File: src/rtl/load_use_hazard_ctrl.sv
`default_nettype none
// ============================================================================
// Module      : load_use_hazard_ctrl
// Description : Load-use hazard controller for the ID stage of the 32-bit MIPS
//               pipeline. Compares the IF/ID source registers with the
//               destination of a load sitting in ID/EX. On a match it holds PC
//               and IF/ID and injects LOAD_LAT bubbles into ID/EX. A taken
//               branch resolved in EX overrides any stall and flushes IF/ID.
//
// Parameters  : REG_AW   - register address width
//               LOAD_LAT - stall cycles per load-use hazard (1..15)
//               CNT_W    - width of the statistics counters
//
// Ports       : clk, rst_n (async, active-low)
//               if_id_rs, if_id_rt, if_id_uses_rt - source operands in ID
//               id_ex_rt, id_ex_mem_read, id_ex_valid - load in EX
//               branch_taken_ex - branch resolved taken in EX
//               stall, pc_write, if_id_write, if_id_flush - pipeline control
//               stall_cnt, flush_cnt - statistics counters
//
// Build macro : HAZARD_STATS_EN - when defined, the statistics counters are
//               implemented; otherwise both counter outputs are tied to zero.
//
// Revision    : 1.0 - initial release
// ============================================================================
module load_use_hazard_ctrl #(
    parameter int REG_AW   = 5,
    parameter int LOAD_LAT = 1,
    parameter int CNT_W    = 16
) (
    input  logic              clk,
    input  logic              rst_n,
    input  logic [REG_AW-1:0] if_id_rs,
    input  logic [REG_AW-1:0] if_id_rt,
    input  logic              if_id_uses_rt,
    input  logic [REG_AW-1:0] id_ex_rt,
    input  logic              id_ex_mem_read,
    input  logic              id_ex_valid,
    input  logic              branch_taken_ex,
    output logic              stall,
    output logic              pc_write,
    output logic              if_id_write,
    output logic              if_id_flush,
    output logic [CNT_W-1:0]  stall_cnt,
    output logic [CNT_W-1:0]  flush_cnt
);

    localparam logic [0:0] c_S_IDLE   = 1'b0;
    localparam logic [0:0] c_S_HOLD   = 1'b1;
    localparam logic [3:0] c_REM_INIT = 4'(LOAD_LAT - 1);
    localparam bit         c_MULTI    = (LOAD_LAT > 1);

    logic [0:0] r_state;
    logic [3:0] r_remain;
    logic [0:0] w_next_state;
    logic [3:0] w_next_remain;

    logic w_hz;
    logic w_stall;
    logic w_pc_write;
    logic w_if_id_write;
    logic w_if_id_flush;

    // A load targeting $zero never produces a usable value, so it never stalls.
    assign w_hz = id_ex_valid & id_ex_mem_read & (id_ex_rt != '0) &
                  ((if_id_rs == id_ex_rt) |
                   (if_id_uses_rt & (if_id_rt == id_ex_rt)));

    always_comb begin
        w_stall       = 1'b0;
        w_pc_write    = 1'b1;
        w_if_id_write = 1'b1;
        w_if_id_flush = 1'b0;
        w_next_state  = r_state;
        w_next_remain = r_remain;

        if (branch_taken_ex) begin
            // Squash the ID instruction and let the branch target be fetched.
            w_if_id_flush = 1'b1;
            w_stall       = 1'b1;
            w_next_state  = c_S_IDLE;
            w_next_remain = 4'd0;
        end else begin
            case (r_state)
                c_S_IDLE: begin
                    if (w_hz) begin
                        w_stall       = 1'b1;
                        w_pc_write    = 1'b0;
                        w_if_id_write = 1'b0;
                        if (c_MULTI) begin
                            w_next_state  = c_S_HOLD;
                            w_next_remain = c_REM_INIT;
                        end
                    end
                end
                c_S_HOLD: begin
                    // EX holds our own bubble here, so the comparison is moot.
                    w_stall       = 1'b1;
                    w_pc_write    = 1'b0;
                    w_if_id_write = 1'b0;
                    w_next_remain = r_remain - 4'd1;
                    if (r_remain <= 4'd1) begin
                        w_next_state  = c_S_IDLE;
                        w_next_remain = 4'd0;
                    end
                end
                default: begin
                    w_next_state  = c_S_IDLE;
                    w_next_remain = 4'd0;
                end
            endcase
        end
    end

    always_ff @(posedge clk or negedge rst_n) begin
        if (!rst_n) begin
            r_state  <= c_S_IDLE;
            r_remain <= 4'd0;
        end else begin
            r_state  <= w_next_state;
            r_remain <= w_next_remain;
        end
    end

    // While reset is held the pipeline sees plain run-mode controls, even if
    // the operand comparison happens to match.
    assign stall       = rst_n & w_stall;
    assign pc_write    = ~rst_n | w_pc_write;
    assign if_id_write = ~rst_n | w_if_id_write;
    assign if_id_flush = rst_n & w_if_id_flush;

`ifdef HAZARD_STATS_EN
    logic [CNT_W-1:0] r_stall_cnt;
    logic [CNT_W-1:0] r_flush_cnt;

    // Saturating counters; only reset clears them.
    always_ff @(posedge clk or negedge rst_n) begin
        if (!rst_n) begin
            r_stall_cnt <= '0;
            r_flush_cnt <= '0;
        end else begin
            if (w_stall && !w_if_id_flush && (r_stall_cnt != {CNT_W{1'b1}}))
                r_stall_cnt <= r_stall_cnt + CNT_W'(1);
            if (w_if_id_flush && (r_flush_cnt != {CNT_W{1'b1}}))
                r_flush_cnt <= r_flush_cnt + CNT_W'(1);
        end
    end

    assign stall_cnt = r_stall_cnt;
    assign flush_cnt = r_flush_cnt;
`else
    assign stall_cnt = '0;
    assign flush_cnt = '0;
`endif

endmodule
`default_nettype wire

File: config.mk
export PLATFORM = sky130hd
export DESIGN_NAME = load_use_hazard_ctrl
export DESIGN_NICKNAME = d
export VERILOG_FILES = /design/src/rtl/load_use_hazard_ctrl.sv
export SDC_FILE = /design/constraint.sdc
export NUM_CORES = 1
export LEC_CHECK = 0
export BUFFER_PORTS_ARGS = -buffer_cell sky130_fd_sc_hd__buf_2
export CAP_MARGIN = 20
export CORE_AREA = 2 2 40 60
export DETAILED_ROUTE_END_ITERATION = 10
export DIE_AREA = 0 0 42 62
export GPL_ROUTABILITY_DRIVEN = 1
export PLACE_DENSITY = 0.79
export SYNTH_ARGS = -nofsm -noshare
export SYNTH_HDL_FRONTEND = slang
export SYNTH_SLANG_ARGS = --single-unit
File: constraint.sdc
create_clock -name clk -period 1.4 [get_ports clk]
set_input_delay 0.21 -clock clk [delete_from_list [all_inputs] [get_ports clk]]
set_output_delay 0.21 -clock clk [all_outputs]
set_load 0.05 [all_outputs]
==> impl_metrics.ini <==
[die]
core.rowCount = 21
fp.dieH_um = 62
dieArea_um2 = 2600
start_util = 0.315
fp.dieW_um = 42
core_um2 = 2130
pin_count = 57

[power_and_ir_drop]
ir_drop_v = 0.000498
p_leak_nw = 0.480
power_density_nw_per_um2 = 670

[synthesis]
synth_top_area_share = 0.369
synthTopCellsByCount = buf_4 (33), xor2_1 (9), dfrtp_1 (5)
seq_area_frac_synth = 0.187
synth-async-reset-ratio = 1.00
synth_edf_count = 0
synth_compound_gate_area_share = 0.103
syn_area_um2 = 671
synth_xor_area_frac = 0.131
yosysMostFrequentCell = buf_4
ys_types = 25
synthSimpleGateAreaFrac = 0.146
synth-seq-cells = 5
muxShareOfSynthArea = 0
synth.area.top_cells = buf_4 (37%), dfrtp_1 (19%), xor2_1 (12%)
synthFlopType = dfrtp_1
yosys_warnings = 0
synth_cells = 83
synthAdderAreaFrac = 0.0373
synth_area_per_cell_um2 = 8.08
synth_top_family_by_area = buffers and inverters
post-synth-top-area-cell = buf_4

[worst_setup_path]
path_buf_inv = 4
crit_path_max_fanout = 2
critPathMaxStageDelay_ns = 0.49
cp-end-kind = primary output
crit_type = in -> out
crit_slowest_cell = or4_1
crit_arrival_ns = 1.48
required_ns = 1.19
crit_top_cell = buf_4
critPathTopFamily = simple AND/OR/NAND/NOR gates
crit_path_start_kind = input pin
path_cells = buf_2 -> buf_4 -> or4_1 -> nor2_2 -> buf_4 -> o31ai_4 -> buf_6

[clock_network]
clk_pin_slew_worst_paths_ns = 0.04
clk_latency_ns = 0.25
cts_max_level = 1
cts.path.max_buffers = 2
cts_tree = yes
clock_sinks = 5
cts_buffers = 3
clock-root-buffer = clkbuf_4

[run_status]
outcome = complete, but fails checks
violations = negative setup slack

[sta]
finalHoldViolations = 0
max_freq_ghz = 0.590
finalCritPeriodShare = 1.21
clock_skew_ns = 0.00310
period_needed_ns = 1.69
rsz0062_at_grt = true
setup-violations-final = 4
drv_slew = 0
fin_ws_ns = -0.294

[min_path]
hp-class = in -> reg

[placed_design]
placedCellCount = 138
gp_congestion = 0.718
dp.final_hpwl_mm = 1.24
io_buffer_count = 24

[global_route]
met3_usage = 0.0376
gr-usage-met2 = 0.261
grt_max_degree = 7
top_usage_layer = met2
met1_usage = 0.0970
grt_pass1_vias = 592
grt_usage = 0.123
grt.overflow.total = 0
antenna_found_initial = 0
grt_pass1_wl_mm = 2.33

[detailed_routing]
vias = 640
dr.pass1.iters = 5
routed_wl_mm = 1.73
drt_iter0_markers = 6
drc = 0
routedWlPerCell_um = 11.9
viasPerCell = 4.41
ant_nets = 0

[run]
drv_cap = 0

[cells_and_area]
drive_above_1_share = 0.418
layout.nets = 146
fin_cells = 145
area_growth_pct = 41.2
num_antenna_cells = 0
final_util = 0.445
==> kinds of logic (layout without fill, tap and decap cells) <==
kind of cell | Yosys count | after routing
flops | 5 | 5
fa+ha+maj | 2 | 2
compound gates | 10 | 10
other cells | 1 | 32
simple gates | 18 | 18
buf+inv | 37 | 45
xor+xnor | 10 | 10
==> metal layers <==
metal / up-vias / wire (um)
met5: - / 0
met4: 0 / 66
met3: 6 / 180
met2: 54 / 993
met1: 291 / 487
li1: 289 / -
==> report_power, final <==
group          internal [mW]         switching, mW
registers              0.145  0.000000000000000131
clock network          0.108                0.0602
logic                 0.0643                 0.257
total                  0.317                 0.318
==> metrics by stage <==
step | setup WS, ns | setup TNS, ns | area, um^2 | hold WS, ns | total power, mW
global route | -0.336 | -1.06 | 947 | 0.291 | 0.657
CTS | -0.342 | -1.03 | 947 | 0.292 | 0.629
detailed placement | -0.402 | -1.22 | 801 | 0.0413 | 0.449
finish | -0.294 | -0.869 | 947 | 0.289 | 0.635
floorplan | -0.262 | -0.541 | 828 | -0.0856 | 0.456
global placement | -0.326 | -0.965 | 801 | 0.0372 | 0.445
==> path summary, 6_finish.rpt <==
check                                        start                 endpoint  slack [ns]  depth (start not counted)
setup / recovery                       id_ex_rt[3]                    stall       -0.29                          7
hold / removal                     branch_taken_ex  r_remain[2]$_DFFE_PN0P_        0.29                          3
setup reg to reg           r_remain[0]$_DFFE_PN0P_  r_remain[3]$_DFFE_PN0P_       -0.01                          6
hold reg to reg            r_remain[1]$_DFFE_PN0P_  r_remain[1]$_DFFE_PN0P_        0.62                          3
max in group asynchronous                    rst_n  r_remain[3]$_DFFE_PN0P_        0.77                          3
min in group asynchronous                    rst_n  r_remain[1]$_DFFE_PN0P_        0.38                          2
==> flip-flops by register name, indices dropped and copies added, names as in the netlist <==
name,flops
r_state,1
r_remain,4
==> cell type report <==
type,count,area [um^2]
Fill cell,197,1180
Timing Repair Buffer,37,262
Multi-Input combinational cell,72,489
Sequential cell,5,126
Tap cell,23,28.8
Clock buffer,4,26.3
Inverter,4,15.0
==> worst reg2reg max path, stage by stage, from the launching register on <==
cell and delay (ns):
dfrtp_2 0.43, inv_2 0.08, ha_4 0.14, nor2_4 0.04
o311ai_4 0.27, inv_1 0.10, a22o_1 0.23
==> placed cells by master, fill, tap and decap left out, types with 2 or more instances in the layout <==
cell type and count:
ha_4 2, buf_8 2, nor2_1 2, nand3_1 2, xor2_1 8, inv_1 2
buf_4 11, conb_1 32, clkbuf_4 3, nor3_1 2, inv_2 2, nand2_1 4
dfrtp_1 4, buf_6 3, buf_2 19, o21ai_0 3, dlygate4sd3_1 2
==> timing repair <==
action / in CTS / in global routing
pin swaps: 9 / 6
gates resized for setup: 23 / 0
setup buffers: 1 / 0
hold endpoints to repair: 5 / 0
hold buffers: 2 / 0
setup endpoints to repair: 4 / 5
Note: power is estimated with default switching activity, not from simulation.
